==> src/rtl/mlp_pkg.sv <==
// rtl/mlp_pkg.sv - shared types and widths for the int8 dot-product sequencer
package mlp_pkg;

    localparam int MLP_LANES  = 4;
    localparam int MLP_LANE_W = 8;
    localparam int MLP_ACC_W  = 32;

    typedef enum logic [1:0] {
        IDLE  = 2'd0,
        ACCUM = 2'd1,
        DONE  = 2'd2
    } mlp_state_e;

endpackage

==> src/rtl/mlp_mac4.sv <==
// rtl/mlp_mac4.sv - combinational 4-lane signed int8 multiply-accumulate
module mlp_mac4
    import mlp_pkg::*;
(
    input  logic [MLP_LANES*MLP_LANE_W-1:0] a,
    input  logic [MLP_LANES*MLP_LANE_W-1:0] b,
    input  logic [MLP_ACC_W-1:0]            sum_in,
    output logic [MLP_ACC_W-1:0]            sum_out
);

    logic [MLP_ACC_W-1:0] lane_ext [MLP_LANES];

    for (genvar i = 0; i < MLP_LANES; i++) begin : g_lane
        logic signed [2*MLP_LANE_W-1:0] prod;
        assign prod        = $signed(a[i*MLP_LANE_W +: MLP_LANE_W]) * $signed(b[i*MLP_LANE_W +: MLP_LANE_W]);
        assign lane_ext[i] = MLP_ACC_W'(prod);
    end

    // Everything wraps modulo 2^32; no overflow is tracked.
    always_comb begin
        sum_out = sum_in;
        for (int i = 0; i < MLP_LANES; i++) begin
            sum_out = sum_out + lane_ext[i];
        end
    end

endmodule

==> src/rtl/mlp_dot_sequencer.sv <==
// rtl/mlp_dot_sequencer.sv - job FSM driving mlp_mac4; MLP_SEQ_RELU_EN clamps negative results to zero
module mlp_dot_sequencer
    import mlp_pkg::*;
#(
    parameter int LEN_W = 8
) (
    input  logic                 clk,
    input  logic                 rst,
    input  logic                 start,
    input  logic [LEN_W-1:0]     len,
    input  logic [MLP_ACC_W-1:0] bias,
    input  logic                 in_valid,
    output logic                 in_ready,
    input  logic [31:0]          in_a,
    input  logic [31:0]          in_b,
    output logic                 res_valid,
    input  logic                 res_ready,
    output logic [MLP_ACC_W-1:0] res_data,
    output logic                 busy
);

    mlp_state_e           state;
    logic [MLP_ACC_W-1:0] acc;
    logic [MLP_ACC_W-1:0] mac_sum;
    logic [LEN_W-1:0]     cnt;

    mlp_mac4 u_mac (
        .a       (in_a),
        .b       (in_b),
        .sum_in  (acc),
        .sum_out (mac_sum)
    );

    // Handshake outputs are registered alongside the state so neither depends on in_valid/res_ready.
    always_ff @(posedge clk) begin
        if (rst) begin
            state     <= IDLE;
            acc       <= '0;
            cnt       <= '0;
            in_ready  <= 1'b0;
            res_valid <= 1'b0;
            busy      <= 1'b0;
        end else begin
            case (state)
                IDLE: begin
                    if (start) begin
                        acc  <= bias;
                        busy <= 1'b1;
                        if (len != '0) begin
                            cnt      <= len;
                            in_ready <= 1'b1;
                            state    <= ACCUM;
                        end else begin
                            res_valid <= 1'b1;
                            state     <= DONE;
                        end
                    end
                end
                ACCUM: begin
                    if (in_valid && in_ready) begin
                        acc <= mac_sum;
                        cnt <= cnt - 1'b1;
                        if (cnt == LEN_W'(1)) begin
                            in_ready  <= 1'b0;
                            res_valid <= 1'b1;
                            state     <= DONE;
                        end
                    end
                end
                DONE: begin
                    if (res_ready) begin
                        res_valid <= 1'b0;
                        busy      <= 1'b0;
                        state     <= IDLE;
                    end
                end
                default: begin
                    state     <= IDLE;
                    in_ready  <= 1'b0;
                    res_valid <= 1'b0;
                    busy      <= 1'b0;
                end
            endcase
        end
    end

`ifdef MLP_SEQ_RELU_EN
    assign res_data = acc[MLP_ACC_W-1] ? '0 : acc;
`else
    assign res_data = acc;
`endif

endmodule

==> config.mk <==
export PLATFORM = sky130hd
export DESIGN_NAME = mlp_dot_sequencer
export DESIGN_NICKNAME = d
export VERILOG_FILES = /design/src/rtl/mlp_pkg.sv /design/src/rtl/mlp_mac4.sv /design/src/rtl/mlp_dot_sequencer.sv
export SDC_FILE = /design/constraint.sdc
export NUM_CORES = 1
export LEC_CHECK = 0
export ABC_AREA = 1
export CAP_MARGIN = 5
export CORE_AREA = 8 8 246 248
export CTS_CLUSTER_DIAMETER = 80
export DETAILED_ROUTE_END_ITERATION = 10
export DIE_AREA = 0 0 254 256
export PLACE_DENSITY = 0.53
export SYNTH_ARGS = -nofsm -noshare
export SYNTH_HDL_FRONTEND = slang
export SYNTH_SLANG_ARGS = --single-unit
==> constraint.sdc <==
create_clock -name clk -period 8.71 [get_ports clk]
set_input_delay 0.871 -clock clk [delete_from_list [all_inputs] [get_ports clk]]
set_output_delay 0.871 -clock clk [all_outputs]
set_load 0.05 [all_outputs]
==> run metrics <==
status=completed; fill cell count=6,122; vias in the first global route=14,678; Critical Path Start Type=primary input; hold crit path type=register to register; sequential share of the synthesized area=0.0536; DR vias/cell=4.37; total I/O pin count=144; Routed WL=45,200 um; Max Clock Freq=0.120 GHz; post-route ant nets=0; 1st-iter DRT viols=635; MaxCap Viol Count=0; wire per inst=14.3 um; Synth-to-Final Area Change=18.2%; syn avg cell area=7.53 um^2; CP Max Fanout=4; clock root buffer=clkbuf_16; total CTS buffers=5; cell taking the most area after synthesis=fa_1; CP required=8880 ps; Clock Pin Slew Worst Setup and Hold Paths=70 ps; Crit path arrival time=8490 ps; slowest cell on the critical path=fa_1; Post-route DRC=0; CTS tree=built; CP most frequent cell=inv_1; actual slew at the worst max-slew pin=668 ps; Tcrit/Tclk final=0.955; core region area=56,800 um^2; setup TNS=0 ps; Seq cells post-synth=45; hold_buf cts=0; Starting Density=0.296; Synth cell types=56; Gate Count Post-Synth=2,233; via count=13,820; Ys Warns=0; asr flop ratio synth=0; Largest stage delay, worst path=500 ps; Initial DRT Pass Iterations=5; Setup CP Type=primary input to register; Nets=2,965; crit end category=register; CTS HTree Levels=2; DP Wirelength=39,700 um; Final GP Congestion=0.877; min Tclk post-route=8310 ps; post-synth top area share=0.371; Mapped Nets=2,804; Final Hold Fails=0; most numerous cell in the Yosys netlist=inv_1; die height=256 um; pin count of the biggest net entering global routing=54; total track usage=0.142; initial antenna violation count=1; Skew-Pair Late Insertion Delay=320 ps; commonest register cell after synthesis=dfxtp_1; Commonest cells post-synth=inv_1 (676), nand2_1 (417), fa_1 (312), ha_1 (150), a21oi_1 (93); unrepaired setup endpoints after global routing=yes; n_diodes=0; grt total ovfl=0; # clock sinks=45; layout cell share with drive strength beyond 1=0.0881; Synth area leaders=fa_1 (37%), inv_1 (15%), ha_1 (11%), nand2_1 (9.3%), dfxtp_1 (5.4%); mapped cell area=16,800 um^2; Final setup viols=0; number of synthesized flops with an enable pin=0; CTS Buffer Depth=2; first-pass GRT wire length=75,200 um; Final Skew=13.3 ps; die area=65,000 um^2; final max-slew violation count=0; Rows=88; Max transition margin=0.553; PortBufs=143; Die Span X=254 um
[per-stage QoR]
stage          setup slack [ps]  cells  hold WS [ps]   util  instance area, um^2
3_3_place_gp              -58.9   3150           471  0.345                19600
2_1_floorplan               491   2233           447      -                16800
6_report                    395   3160           486  0.350                19900
5_1_grt                   -35.4   3160           516  0.350                19900
4_1_cts                     171   3158           491  0.348                19800
3_5_place_dp               -100   3150           475  0.345                19600
[final timing paths]
| kind | start | endpoint | slack (ps) | cells past startpoint |
|---|---|---|---|---|
| min | busy | busy | 490 | 2 |
| max | in_b[31] | res_data[31] | 400 | 40 |
| min reg2reg | busy | busy | 490 | 2 |
| max reg2reg | res_data[1] | res_data[27] | 4700 | 16 |
[what timing repair did]
| item | 4_1_cts | 5_1_grt |
|---|---|---|
| resized for setup | 0 | 29 |
| buffers inserted | 0 | 2 |
| setup endpoints to repair | 0 | 15 |
[cell type report]
| type | count | area (um^2) | area share |
|---|---|---|---|
| Inverter | 697 | 2620 | 0.132 |
| Sequential cell | 45 | 901 | 0.0453 |
| Clock inverter | 3 | 50.0 | 0.00252 |
| Timing Repair Buffer | 233 | 2150 | 0.108 |
| Multi-Input combinational cell | 1412 | 13100 | 0.658 |
| Tap cell | 765 | 957 | 0.0482 |
| Clock buffer | 5 | 125 | 0.00630 |
[layout by cell type (no fill, tap or decap), drive strengths merged, types with 10 or more instances in the layout]
cell	n
fa	312
inv	696
dfxtp	45
a21oi	99
o211ai	21
or2	22
clkdlybuf4s50	140
xor2	32
xnor2	29
nand2	436
ha	150
a21o	10
nand3	75
o21ai	84
buf	90
nor3	12
nor2	79
[cells by family (layout without fill, tap and decap cells)]
kind of cell             Yosys count  count (layout)  synth area share
flip-flops                        45              45            0.0536
adder cells (fa/ha/maj)          462             462             0.483
buffers and inverters            776             938             0.175
AND/OR/NAND/NOR                  641             641             0.167
XOR/XNOR                          61              61            0.0327
AO/OA/AOI/OAI                    248             248            0.0889
[layer usage]
layer  up-vias  wire length (um)  global-route usage
met3        50              2240              0.0217
met1      6671             20400               0.191
met4         2               904              0.0284
met2       269             21600               0.240
met5         -                13                   0
li1       6828                 -                   -
[state kept, by name, indices dropped and copies added, names as in the netlist]
signal     cells
cnt            8
busy           1
state          2
res_data      32
in_ready       1
res_valid      1
[critical path: cells and delay by family]
family / cells / cell delay [ps]
xor gates and xnor gates: 1 / 210
and+or+nand+nor: 13 / 1410
adders and majority gates: 9 / 3990
AOI/OAI and AO/OA: 6 / 810
buffers and inverters: 11 / 1180
Power is left out: the tool's default activity adds up to more than one toggle a clock period on the data nets, which glitch-free logic cannot reach.
